$ cat config.mk
export PLATFORM = sky130hd
export DESIGN_NAME = uart_rx_ctrl
export DESIGN_NICKNAME = d
export VERILOG_FILES = /design/src/rtl/uart_rx_pkg.sv /design/src/rtl/uart_rx_edge_bit_cnt.sv /design/src/rtl/uart_rx_ctrl.sv
export SDC_FILE = /design/constraint.sdc
export NUM_CORES = 1
export LEC_CHECK = 0
export ABC_AREA = 1
export CORE_MARGIN = 10
export CORE_UTILIZATION = 50
export CTS_CLUSTER_DIAMETER = 80
export CTS_CLUSTER_SIZE = 24
export DETAILED_ROUTE_END_ITERATION = 7
export PLACE_DENSITY = 0.78
export REMOVE_ABC_BUFFERS = 1
export SLEW_MARGIN = 20
export SYNTH_ARGS = -nofsm -noshare
export SYNTH_HDL_FRONTEND = slang
export SYNTH_SLANG_ARGS = --single-unit
$ cat constraint.sdc
create_clock -name CLK -period 2.1 [get_ports CLK]
set_clock_uncertainty 0.1 [all_clocks]
set_input_delay 0.42 -clock CLK [delete_from_list [all_inputs] [get_ports CLK]]
set_output_delay 0.42 -clock CLK [all_outputs]
set_load 0.02 [all_outputs]
$ cat src/rtl/uart_rx_pkg.sv
// Shared definitions for the UART receive path: FSM states, prescale
// constants and the per-prescale read/last edge lookup.
package uart_rx_pkg;

  typedef enum logic [2:0] {
    IDLE   = 3'd0,
    START  = 3'd1,
    DATA   = 3'd2,
    PARITY = 3'd3,
    STOP   = 3'd4
  } rx_state_e;

  localparam logic [5:0] PRESCALE_8  = 6'd8;
  localparam logic [5:0] PRESCALE_16 = 6'd16;
  localparam logic [5:0] PRESCALE_32 = 6'd32;

  // Unsupported ratios fall back to 8x oversampling.
  function automatic logic [5:0] norm_prescale(input logic [5:0] p);
    case (p)
      PRESCALE_16: return PRESCALE_16;
      PRESCALE_32: return PRESCALE_32;
      default:     return PRESCALE_8;
    endcase
  endfunction

  // Final edge index of a bit period.
  function automatic logic [4:0] last_edge(input logic [5:0] p);
    return 5'(norm_prescale(p) - 6'd1);
  endfunction

  // Edge at which the voted bit is stable: two edges past mid-bit.
  function automatic logic [4:0] read_edge(input logic [5:0] p);
    case (norm_prescale(p))
      PRESCALE_16: return 5'd10;
      PRESCALE_32: return 5'd18;
      default:     return 5'd6;
    endcase
  endfunction

endpackage

$ cat src/rtl/uart_rx_edge_bit_cnt.sv
// Oversampling edge counter and bit counter for the UART receiver.
module uart_rx_edge_bit_cnt #(
  parameter int unsigned BIT_W = 4
) (
  input  logic             CLK,
  input  logic             RST,
  input  logic             en,
  input  logic             bit_clr,
  input  logic [4:0]       last,
  output logic [4:0]       edge_cnt,
  output logic [BIT_W-1:0] bit_cnt
);

  // Count edges within a bit; wrap at last and advance (or clear) the bit count.
  always_ff @(posedge CLK) begin
    if (RST || !en) begin
      edge_cnt <= '0;
      bit_cnt  <= '0;
    end else if (edge_cnt == last) begin
      edge_cnt <= '0;
      bit_cnt  <= bit_clr ? '0 : bit_cnt + BIT_W'(1);
    end else begin
      edge_cnt <= edge_cnt + 5'd1;
    end
  end

endmodule

$ cat src/rtl/uart_rx_ctrl.sv
// Frame-level UART receive controller: drives the majority sampler, reads
// the voted bit once per bit period and assembles start/data/parity/stop.
module uart_rx_ctrl
  import uart_rx_pkg::*;
#(
  parameter int unsigned DATA_WIDTH = 8
) (
  input  logic                  CLK,
  input  logic                  RST,
  input  logic                  RX_IN,
  input  logic [5:0]            prescale,
  input  logic                  PAR_EN,
  input  logic                  PAR_TYP,
  input  logic                  sampled_bit,
  output logic                  data_sample_en,
  output logic [4:0]            edge_cnt,
  output logic [DATA_WIDTH-1:0] P_DATA,
  output logic                  data_valid,
  output logic                  par_err,
  output logic                  stp_err
);

  localparam int unsigned BIT_W = $clog2(DATA_WIDTH + 2);

  rx_state_e             state;
  logic [5:0]            prescale_q;
  logic [DATA_WIDTH-1:0] shift;
  logic                  perr;
  logic [BIT_W-1:0]      bit_cnt;
  logic [4:0]            last_e;
  logic [4:0]            read_e;
  logic                  at_read;
  logic                  at_last;
  logic                  false_start;
  logic                  stop_done;
  logic                  cnt_en;

  assign last_e      = last_edge(prescale_q);
  assign read_e      = read_edge(prescale_q);
  assign at_read     = (edge_cnt == read_e);
  assign at_last     = (edge_cnt == last_e);
  assign false_start = (state == START) && at_read && sampled_bit;
  assign stop_done   = (state == STOP) && at_read;
  // Counters clear on the same edge the FSM drops back to IDLE, so they read
  // zero throughout IDLE rather than one stale cycle after an early exit.
  assign cnt_en      = (state != IDLE) && !false_start && !stop_done;

  uart_rx_edge_bit_cnt #(
    .BIT_W (BIT_W)
  ) u_cnt (
    .CLK      (CLK),
    .RST      (RST),
    .en       (cnt_en),
    .bit_clr  (state == START),
    .last     (last_e),
    .edge_cnt (edge_cnt),
    .bit_cnt  (bit_cnt)
  );

  // Frame FSM with registered sampler enable, word output and status pulses.
  always_ff @(posedge CLK) begin
    if (RST) begin
      state          <= IDLE;
      prescale_q     <= '0;
      shift          <= '0;
      perr           <= 1'b0;
      P_DATA         <= '0;
      data_sample_en <= 1'b0;
      data_valid     <= 1'b0;
      par_err        <= 1'b0;
      stp_err        <= 1'b0;
    end else begin
      data_valid <= 1'b0;
      par_err    <= 1'b0;
      stp_err    <= 1'b0;
      case (state)
        IDLE: begin
          if (!RX_IN) begin
            state          <= START;
            prescale_q     <= norm_prescale(prescale);
            perr           <= 1'b0;
            data_sample_en <= 1'b1;
          end
        end
        START: begin
          if (false_start) begin
            state          <= IDLE;
            data_sample_en <= 1'b0;
          end else if (at_last) begin
            state <= DATA;
          end
        end
        DATA: begin
          if (at_read) shift <= {sampled_bit, shift[DATA_WIDTH-1:1]};
          if (at_last && bit_cnt == BIT_W'(DATA_WIDTH - 1))
            state <= PAR_EN ? PARITY : STOP;
        end
        PARITY: begin
          if (at_read) perr <= sampled_bit ^ (^shift) ^ PAR_TYP;
          if (at_last) state <= STOP;
        end
        STOP: begin
          if (at_read) begin
            state          <= IDLE;
            data_sample_en <= 1'b0;
            par_err        <= perr & PAR_EN;
            stp_err        <= ~sampled_bit;
            if (!(perr & PAR_EN) && sampled_bit) begin
              data_valid <= 1'b1;
              P_DATA     <= shift;
            end
          end
        end
        default: begin
          state          <= IDLE;
          data_sample_en <= 1'b0;
        end
      endcase
    end
  end

endmodule

Word-level counts from Yosys, hierarchy flattened:

Cells that the tools add are included.

* register bits: 39
* output and inout port bits: 17
* logic and storage cells: 87

* add/subtract/negate cells: 3
* equality and inequality tests: 20
* muxes and demuxes: 20
* bitwise gates (word level): 8
* reductions and logical operators: 25

Operator list (count)
* $pmux W6 S2: 2
* $mux W3: 7
* $eq A6 B5 Y1 const B: 3
* $eq A6 B6 Y1 const B: 3
* $pmux W3 S5: 1
* $ne A2 B2 Y1 const B: 6
* $eq A5 B5 Y1: 2
* $pmux W5 S2: 1
* $reduce_xor A8 Y1: 1
* $logic_and A1 B1 Y1: 7
* $eq A3 B2 Y1 const B: 2
* $mux W1: 6
* $reduce_and A3 Y1: 2
* $add A5 B1 Y5 const B: 1
* $not A1 Y1: 5
* $reduce_and A5 Y1: 1
* $sub A5 B1 Y5 const B: 1
* $add A4 B1 Y4 const B: 1
* $eq A4 B3 Y1 const B: 1
* $logic_not A1 Y1: 4
* $mux W4: 1
* $pmux W1 S4: 1
* $reduce_and A2 Y1: 2
* $reduce_and A4 Y1: 1
* other kinds (12): 14

Logic depth before layout (Yosys ltp):

Gate-level depths: netlist of the first run.

* depth after elaboration: 13
* mapped depth: 13
* gate-level depth less buffers: 13

Hierarchy:

Synthesis of the first run repeated with hierarchy kept, for this count alone.

* cells, all modules: 268
* area total of the unflattened synthesis: 1891.8 sq um

By module, submodules not included
* uart_rx_ctrl: instances 1, cells an instance 191, area an instance 1368.8 sq um
* uart_rx_edge_bit_cnt: instances 1, cells an instance 77, area an instance 523.0 sq um

Worst setup path after synthesis of the first run:

No wires, ideal clock.

* path type: reg-to-reg
* start point: register u_cnt.edge_cnt[3]
* end point: register shift[7]
* setup time: 0.119 ns
* data arrival time: 1.449 ns
* setup slack: 0.431 ns
* stages on the path, launching flop included: 11
* path buffers: 1
* period minus slack after synthesis: 1.669 ns
* path through: dfxtp_1 inv_1 nand3_1 nand3_2 nor2_4 nand2_4 inv_4 nand2_1 buf_2 o21ai_0 a21oi_1

* word-level cells in the longest chain between the ends: 2

Ends and longest elaborated chain
* from (decl): line uart_rx_edge_bit_cnt.sv:10 `output logic [4:0] edge_cnt,`
* from (signal assigned): line uart_rx_edge_bit_cnt.sv:23 `edge_cnt <= edge_cnt + 5'd1;`
* $eq A5 B5 Y1: line uart_rx_ctrl.sv:40 `assign at_read = (edge_cnt == read_e);`
* $reduce_and A2 Y1 (no line)
* to (signal assigned): line uart_rx_ctrl.sv:94 `if (at_read) shift <= {sampled_bit, shift[DATA_WIDTH-1:1]};`
* to (decl): line uart_rx_ctrl.sv:27 `logic [DATA_WIDTH-1:0] shift;`

No other way between the ends.
A chain may end at the register's enable or synchronous reset.

Worst setup path in the final report of the first run:

* start point: register u_cnt.edge_cnt[2]
* end point: output edge_cnt[2]

RTL lines
* to (decl): line uart_rx_ctrl.sv:16 `output logic [4:0] edge_cnt,`

No word-level cell between the ends.

==> results of run 1 <==
[timing repair]
action | 4_1_cts | 5_1_grt
resized for setup | 0 | 1
setup endpoints to repair | 0 | 1
setup buffers | 0 | 0
hold buffers | 0 | 0
[area by class of cell]
type / instances / area, um^2 / share of cell area, %
clock buffer: 6 / 41.3 / 1.89
clock inverter: 2 / 35.0 / 1.60
inverter: 32 / 123 / 5.62
multi-input combinational: 166 / 888 / 40.7
sequential: 36 / 721 / 33.0
tap: 46 / 57.6 / 2.64
timing repair buffer: 33 / 318 / 14.6
[how the worst max path moves through the flow]
stage	from	to	depth (start not counted)
after floorplan	u_cnt.edge_cnt[3]$_SDFF_PP0_	P_DATA[0]$_SDFFE_PP0P_	11
after global placement	sampled_bit	P_DATA[1]$_SDFFE_PP0P_	8
after detailed placement	sampled_bit	P_DATA[0]$_SDFFE_PP0P_	8
after CTS	u_cnt.edge_cnt[2]$_SDFF_PP0_	edge_cnt[2]	1
after global routing	prescale_q[3]$_SDFFE_PP0P_	P_DATA[2]$_SDFFE_PP0P_	12
final	u_cnt.edge_cnt[2]$_SDFF_PP0_	edge_cnt[2]	1
[report_power, final]
part	leakage [nW]	internal, mW	switching [mW]
clock	0.0422	0.249	0.226
sequential	0.292	0.758	0.0835
combinational	0.588	0.278	0.470
[cells in the final DEF (no fill, tap or decap), types with 2 or more instances in the layout]
cell	count
ha_1	3
nand3_1	18
clkdlybuf4s50_1	28
nand4_1	3
clkbuf_4	5
nor3_1	8
a21oi_2	2
o21ai_2	2
inv_1	31
nand3b_1	3
a21oi_1	22
nor2_1	31
nand2_1	33
nand2_2	3
dfxtp_1	36
o21ai_1	3
o21ai_0	15
nand2_4	2
xor2_1	2
buf_4	5
nor2_2	2
xnor2_1	9
[cell families (layout without fill, tap and decap cells)]
family,Yosys count,in the layout,synth area share (%)
AND/OR/NAND/NOR,107,107,28.7
flip-flops,36,36,40.4
adder cells (fa/ha/maj),3,3,2.11
AO/OA/AOI/OAI,45,45,13.6
XOR/XNOR,11,11,5.41
buffers and inverters,36,73,9.83
[per-layer routing]
metal / wire length [um] / GRT usage [%] / up-vias
li1: - / - / 839
met1: 1620 / 12.4 / 689
met2: 1800 / 21.8 / 18
met3: 161 / 4.50 / 5
met4: 64 / 5.91 / 0
met5: 0 / 0 / -
[tightest hold or removal path, cell delays in order, from the launching register on]
cell     delay [ns]
dfxtp_1        0.34
nand2_1        0.06
nor2_1         0.04
[registers in the layout, summed over array words and instances (netlist names)]
name	cells
P_DATA	8
shift	8
u_cnt.edge_cnt	5
u_cnt.bit_cnt	4
prescale_q	3
state	3
data_sample_en	1
data_valid	1
par_err	1
perr	1
stp_err	1
[stage by stage]
step | total power, mW | utilization, % | hold slack, ns | setup WS, ns
floorplan | 1.39 | - | 0.325 | 0.397
global placement | 1.59 | 62.1 | 0.351 | 0.235
detailed placement | 1.60 | 62.1 | 0.366 | 0.212
CTS | 2.08 | 64.3 | 0.384 | 0.126
global route | 2.23 | 64.4 | 0.399 | 0.0540
finish | 2.06 | 64.4 | 0.377 | 0.142
==> metrics, run 1 <==
Top FF cell, synth=dfxtp_1; mapped cell area=about 1800 um^2; crit-path cells=clkdlybuf4s50_1; Ports=29; root buffer cell=clkbuf_4; DIE HEIGHT=79.7 um; max_cap viols=0; Synth top area share=40.4%; Die Span X=79.7 um; synth top area cells=dfxtp_1, nand2_1, inv_1; Hold Vio Cnt, Final=0; Layout fillers=304; cell count of the worst hold path=2; status=complete, no violations; CP max-delay cell=clkdlybuf4s50_1; dpl cells=between 300 and 400; largest net degree at the start of global routing=15; syn_area_per_cell=approximately 7.5 um^2; Clock Latency Late Sink=0.34 ns; Worst EP arrival=about 1.4 ns; unrepaired setup endpoints after global routing=no; first-pass GRT wire length=6310 um; Post-synth EDFFs=0; Setup violations, final=0; WP data required=1.58 ns; Max Fclk=about 510 MHz; Relative slew margins=65.1%; final WL=3640 um; via count=1551; LEAKAGE=~0.92 nW; First-pass DRT Iterations=4; drt drc=0; core footprint=3390 um^2; maximum buffer depth of the clock tree=2; Die ar.=6350 um^2; Max Transition Viols Final=0; Worst Hold Launch=perr$_SDFFE_PP0P_; number of CTS-inserted buffers=5; row count=21; Area Overhead vs Synth=22.5%; type of origin of the critical path=register; Yosys warning count=0; Post-synth top cells=dfxtp_1, nand2_1, inv_1, nor2_1, a21oi_1; FF-to-FF setup slack=0.28 ns; Synth Register Bits=36; Crit Path Max Fanout=6; Final ANT Viol Nets=0; Worst Setup End Kind=primary output; gr usage total=around 12%; final non-filler cell total=roughly 320; min cycle time layout=1.96 ns; Worst Hold Class=reg2reg; share of layout cells above drive strength 1=around 10%; Post-synth ARST share=0%; Syn Inst Count=238; sequential-to-total area share from yosys stat=40.4%; total gr overflow=0; peak supply drop=0.469 mV; Initial Util=between 50% and 60%; nets=289; kind of critical path=reg2out; path depth of the worst reg2reg path=12; worst r2r src=prescale_q[5]$_SDFFE_PP0P_; TritonCTS clock tree=done; PD cells=945 nW/um^2; Yosys cell types=28; # diodes=0; fin crit share=between 90% and 100%; gpl congestion=roughly 0.84; worst r2r dst=P_DATA[0]$_SDFFE_PP0P_; Least-Margin Pin Slew=around 0.52 ns; hold endpoint=par_err$_SDFF_PP0_; initial antenna violation count=0; Port Buffer Count=28; Sink Count=36; vias in the first global route=1564; HPWL after DPL=2880 um; Buf+Inv Stages, Crit Path=1; vias per cell=4.83; most common cell in the synthesized netlist=dfxtp_1; cell family with most CP delay=buffers and inverters; crit-path max cell delay=0.65 ns; area leader, netlist=dfxtp_1; Clk pin slew, worst setup/hold paths=0.10 ns; H-tree levels=2; Initial DRC Count=119; post-route cell area=2180 um^2; Area after DPL=2100 um^2; Final TNS setup=0 ns; drt wl/cell=11.3 um
No activity file was read; power rests on OpenSTA's default activity.
==> run 2: changes to the inputs <==
--- a/config.mk
+++ b/config.mk
@@ -11,7 +11,7 @@
 export CTS_CLUSTER_DIAMETER = 80
 export CTS_CLUSTER_SIZE = 24
 export DETAILED_ROUTE_END_ITERATION = 7
-export PLACE_DENSITY = 0.78
+export PLACE_DENSITY_LB_ADDON = 0.25
 export REMOVE_ABC_BUFFERS = 1
 export SLEW_MARGIN = 20
 export SYNTH_ARGS = -nofsm -noshare
==> run 2 against run 1 <==
Compared with the run above: clock power is essentially flat; fmax grew 0.64%; routed wire length fell by 1.8%; combinational power shrank 0.8%; utilization shrank 0.074 points; global-route usage rose by 0.23 points; setup slack better by 0.012 ns; register-to-register slack hardly changed; total power decreased by 0.37%; non-clock buffer count unchanged; critical path depth unchanged; sequential cell count stayed put; critical endpoint unchanged; largest cell class unchanged; largest power group unchanged; highest routed layer unchanged.
==> metrics, run 2 (synthesis results as in run 1) <==
status=complete, no violations; Max Fclk=514 MHz (+0.64%); Sink Count=36 (unchanged); Port Buffer Count=28 (unchanged); Ports=29 (unchanged); nets=289 (unchanged); Initial DRC Count=113 (-5.0%); DIE HEIGHT=79.7 um (unchanged); Final TNS setup=0 ns (unchanged); cell family with most CP delay=buffers and inverters; drt drc=0 (unchanged); crit-path cells=clkdlybuf4s50_1; Clock power frac=23.2% (+0.2 points); unrepaired setup endpoints after global routing=no; Die ar.=6350 um^2 (unchanged); Setup violations, final=0 (unchanged); path depth of the worst reg2reg path=10 (-2); min cycle time layout=1.95 ns (-0.0125 ns); HPWL after DPL=2780 um (-3.6%); Initial Util=52.6% (unchanged); root buffer cell=clkbuf_4; H-tree levels=2 (unchanged); Area Overhead vs Synth=22.4%; Buf+Inv Stages, Crit Path=1 (unchanged); WP data required=1.58 ns (about the same); CP Depth=1 (unchanged); Worst Hold Class=reg2reg; Crit Path Max Fanout=6 (unchanged); final WL=3580 um (-1.8%); core footprint=3390 um^2 (unchanged); Pint=1.29 mW (about the same); largest net degree at the start of global routing=15 (unchanged); met2 usage=20.4% (-1.4 points); Psw=771 uW (-1.0%); Worst EP arrival=1.43 ns (about the same); via count=1553 (+0.13%); combinational share of power=36.1% (about the same); maximum buffer depth of the clock tree=2 (unchanged); Die Span X=79.7 um (unchanged); Worst Setup End Kind=primary output; commonest non-fill, non-tap cell in the layout=dfxtp_1; TritonCTS clock tree=done; Clk pin slew, worst setup/hold paths=0.10 ns (about the same); Hold Vio Cnt, Final=0 (unchanged); dpl cells=313 (unchanged); # diodes=0 (unchanged); CTS hold repair buffers=0 (unchanged); CP max-delay cell=clkdlybuf4s50_1; Final ANT Viol Nets=0 (unchanged); Clock Latency Late Sink=0.35 ns (about the same); post-CTS setup buffers=0 (unchanged); CTS resizes=0 (unchanged); type of origin of the critical path=register; vias per cell=4.84 (+0.13%); max_cap viols=0 (unchanged); Least-Margin Pin Slew=0.569 ns (+0.0489 ns); gr usage total=12.5% (+0.23 points); PD cells=943 nW/um^2 (-0.25%); Net Sw Frac=37.5% (-0.25 points); Regs by FF count=P_DATA x8, shift x8, u_cnt.edge_cnt x5; global-route layer with the greatest usage=met2; peak supply drop=0.485 mV (+3.4%); drt wl/cell=11.1 um (-1.8%); initial antenna violation count=0 (unchanged); LEAKAGE=0.921 nW (-0.11%); Max Transition Viols Final=0 (unchanged); First-pass DRT Iterations=4 (unchanged); gpl congestion=0.864 (+2.6%); fin crit share=92.7% (-0.59 points); GR Util met3=4.17% (-0.34 points); Relative slew margins=61.8% (-3.3 points); cell count of the worst hold path=2 (unchanged); Seq pwr share=40.8% (about the same); share of layout cells above drive strength 1=9.45% (-0.36 points); first-pass GRT wire length=6410 um (+1.6%); row count=21 (unchanged); most frequent cells in the layout=dfxtp_1, nand2_1, inv_1, nor2_1, clkdlybuf4s50_1; vias in the first global route=1537 (-1.7%); crit-path max cell delay=0.64 ns (about the same); number of CTS-inserted buffers=5 (unchanged); met1 Use GR=13.9% (+1.6 points); total gr overflow=0 (unchanged); kind of critical path=reg2out; final non-filler cell total=321 (unchanged)
## run 2: changes by cell type in the layout (fill, tap and decap cells not counted)
cell and delta:
nand2_2 -1, nand2_1 +1
## run 2: routing by layer
layer | wire (um) | vias to the layer above
met5 | 0 | -
met4 | 85 | 0
met3 | 187 | 8
met2 | 1690 | 24
met1 | 1620 | 678
li1 | - | 843
## run 2: worst reg2reg max path: cells and delay by family (launching register included)
kind | cells | cell delay (ns)
compound gates | 2 | 0.31
buf+inv | 1 | 0.09
simple gates | 7 | 0.88
flops | 1 | 0.36
## run 2: power groups by stage
stage	combinational [mW]	sequential, mW	clock [mW]
floorplan	0.528	0.860	0
finish	0.742	0.838	0.476
CTS	0.747	0.838	0.491
global route	0.864	0.858	0.516
detailed placement	0.743	0.852	0
global placement	0.735	0.853	0
## run 2: final timing paths
path | from | endpoint | slack (ns)
max | u_cnt.edge_cnt[2]$_SDFF_PP0_ | edge_cnt[2] | 0.15
min | data_sample_en$_SDFFE_PP0P_ | data_sample_en$_SDFFE_PP0P_ | 0.37
max reg2reg | prescale_q[3]$_SDFFE_PP0P_ | shift[4]$_SDFFE_PP0P_ | 0.27
min reg2reg | data_sample_en$_SDFFE_PP0P_ | data_sample_en$_SDFFE_PP0P_ | 0.37
## run 2: final cells by class
class / count / area (um^2)
clock buffers: 6 / 41.3
clock inverters: 2 / 35.0
fillers: 294 / 1210
multi-input cells: 166 / 886
flip-flops and latches: 36 / 721
well taps: 46 / 57.6
inverters: 32 / 123
repair buffers: 33 / 318
## run 2: through the flow
step	hold WS (ns)	worst slack (ns)	area [um^2]	util (%)	power (mW)
6_report	0.367	0.154	2180	64.3	2.06
3_5_place_dp	0.356	0.206	2100	62.1	1.59
3_3_place_gp	0.353	0.228	2100	62.1	1.59
4_1_cts	0.371	0.139	2180	64.3	2.08
2_1_floorplan	0.325	0.397	1730	-	1.39
5_1_grt	0.397	0.0370	2180	64.3	2.24
==> run 3: changes to the inputs <==
--- a/config.mk
+++ b/config.mk
@@ -12,6 +12,7 @@
 export CTS_CLUSTER_SIZE = 24
 export DETAILED_ROUTE_END_ITERATION = 7
 export PLACE_DENSITY_LB_ADDON = 0.25
+export RECOVER_POWER = 25
 export REMOVE_ABC_BUFFERS = 1
 export SLEW_MARGIN = 20
 export SYNTH_ARGS = -nofsm -noshare
==> run 3 against run 2 <==
Compared with the run above: fmax increased by 0.22%; total power decreased by 0.15%; utilization decreased by 0.074 points; die area unchanged; non-clock buffer count unchanged; clock power about the same; setup slack improved by 0.0043 ns; first-iteration DRC count decreased by 0.88%; sequential power about the same; critical path type unchanged.
==> metrics, run 3 (synthesis results as in run 1) <==
status=complete, no violations; LEAKAGE=0.930 nW (+0.99%); Sink Count=36 (unchanged); PD cells=943 nW/um^2 (about the same); nets=289 (unchanged); peak supply drop=0.484 mV (about the same); WHS=0.364 ns (-0.00315 ns); core footprint=3390 um^2 (unchanged); Crit Path Max Fanout=6 (unchanged); HPWL after DPL=2780 um (unchanged); CTS resizes=0 (unchanged); kind of critical path=reg2out; Crit. Startpoint=u_cnt.edge_cnt[2]$_SDFF_PP0_; most frequent cells in the layout=dfxtp_1, nand2_1, inv_1, nor2_1, clkdlybuf4s50_1; Ports=29 (unchanged); min cycle time layout=1.94 ns (-0.00430 ns); Layout fillers=295 (+0.34%); total gr overflow=0 (unchanged); Max Fclk=515 MHz (+0.22%); type of origin of the critical path=register; root buffer cell=clkbuf_4; Area Overhead vs Synth=22.3%; Max Transition Viols Final=0 (unchanged); Worst Hold Class=reg2reg; H-tree levels=2 (unchanged); Worst Setup End Kind=primary output; Setup violations, final=0 (unchanged); final WL=3570 um (about the same); Die Span X=79.7 um (unchanged); row count=21 (unchanged); first-pass GRT wire length=6410 um (unchanged); via count=1557 (+0.26%); max_cap viols=0 (unchanged); share of layout cells above drive strength 1=9.09% (-0.36 points); gpl congestion=0.864 (unchanged); Initial DRC Count=112 (-0.88%); unrepaired setup endpoints after global routing=no; drt wl/cell=11.1 um (about the same); Hold Vio Cnt, Final=0 (unchanged); CP Depth=1 (unchanged); post-route cell area=2180 um^2 (-0.11%); path depth of the worst reg2reg path=10 (unchanged); cell family with most CP delay=buffers and inverters; vias per cell=4.85 (+0.26%); TritonCTS clock tree=done; Worst EP arrival=1.42 ns (about the same); FF-to-FF setup slack=0.27 ns (about the same); CP max-delay cell=clkdlybuf4s50_1; dpl cells=313 (unchanged); Buf+Inv Stages, Crit Path=1 (unchanged); Final ANT Viol Nets=0 (unchanged); worst r2r src=prescale_q[3]$_SDFFE_PP0P_; Regs by FF count=P_DATA x8, shift x8, u_cnt.edge_cnt x5; Clk pin slew, worst setup/hold paths=0.10 ns (about the same); vias in the first global route=1537 (unchanged); initial antenna violation count=0 (unchanged); # diodes=0 (unchanged); First-pass DRT Iterations=4 (unchanged); final non-filler cell total=321 (unchanged); CTS hold repair buffers=0 (unchanged); Final TNS setup=0 ns (unchanged); Least-Margin Pin Slew=0.567 ns (-0.00136 ns); Area after DPL=2100 um^2 (unchanged); crit-path cells=clkdlybuf4s50_1; gr usage total=12.5% (unchanged); Initial Util=52.6% (unchanged); worst r2r dst=shift[4]$_SDFFE_PP0P_; largest net degree at the start of global routing=15 (unchanged); Port Buffer Count=28 (unchanged); commonest non-fill, non-tap cell in the layout=dfxtp_1; WP data required=1.58 ns (about the same); post-CTS setup buffers=0 (unchanged); DIE HEIGHT=79.7 um (unchanged); maximum buffer depth of the clock tree=2 (unchanged); number of CTS-inserted buffers=5 (unchanged); capture point of the worst path=edge_cnt[2]; drt drc=0 (unchanged); fin crit share=92.4% (-0.20 points); Clock Latency Late Sink=0.35 ns (about the same); total power draw=2.05 mW (-0.15%); Relative slew margins=61.9% (+0.092 points); Die ar.=6350 um^2 (unchanged); crit-path max cell delay=0.64 ns (about the same)
run 3: how the worst min path moves through the flow:
stage / from / to / depth (start not counted)
6_report: data_sample_en$_SDFFE_PP0P_ / data_sample_en$_SDFFE_PP0P_ / 2
5_1_grt: data_sample_en$_SDFFE_PP0P_ / data_sample_en$_SDFFE_PP0P_ / 2
4_1_cts: data_sample_en$_SDFFE_PP0P_ / data_sample_en$_SDFFE_PP0P_ / 2
3_5_place_dp: data_sample_en$_SDFFE_PP0P_ / data_sample_en$_SDFFE_PP0P_ / 2
3_3_place_gp: data_sample_en$_SDFFE_PP0P_ / data_sample_en$_SDFFE_PP0P_ / 2
2_1_floorplan: perr$_SDFFE_PP0P_ / par_err$_SDFF_PP0_ / 2
run 3: routing by layer:
metal  up-vias  track usage (%)  wire [um]
met3         8             4.17        201
li1        844                -          -
met1       678             13.9       1600
met4         0             6.99         85
met2        27             20.4       1680
met5         -                0          0
run 3: tightest hold or removal path: cells and delay by family (launching register included):
| family | cells | cell delay (ns) |
|---|---|---|
| AO/OA/AOI/OAI | 1 | 0.05 |
| flip-flops | 1 | 0.32 |
| AND/OR/NAND/NOR | 1 | 0.06 |
run 3: per-stage QoR:
step	util (%)	worst slack [ns]
2_1_floorplan	-	0.397
3_3_place_gp	62.1	0.228
3_5_place_dp	62.1	0.206
4_1_cts	64.3	0.139
5_1_grt	64.3	0.0370
6_report	64.3	0.159
run 3: power breakdown:
| part | total (mW) | switching, mW | internal, mW | leakage [nW] |
|---|---|---|---|---|
| sequential | 0.838 | 0.0802 | 0.758 | 0.292 |
| combinational | 0.739 | 0.463 | 0.276 | 0.596 |
| clock | 0.477 | 0.227 | 0.249 | 0.0422 |
| total | 2.05 | 0.770 | 1.28 | 0.930 |
run 3: cell type report:
cell class                 instances  area (um^2)  share of cell area (%)
clock inverter                     2         35.0                    1.61
clock buffer                       6         41.3                    1.90
tap                               46         57.6                    2.64
inverter                          32          123                    5.63
timing repair buffer              33          318                    14.6
multi-input combinational        166          883                    40.6
sequential                        36          721                    33.1
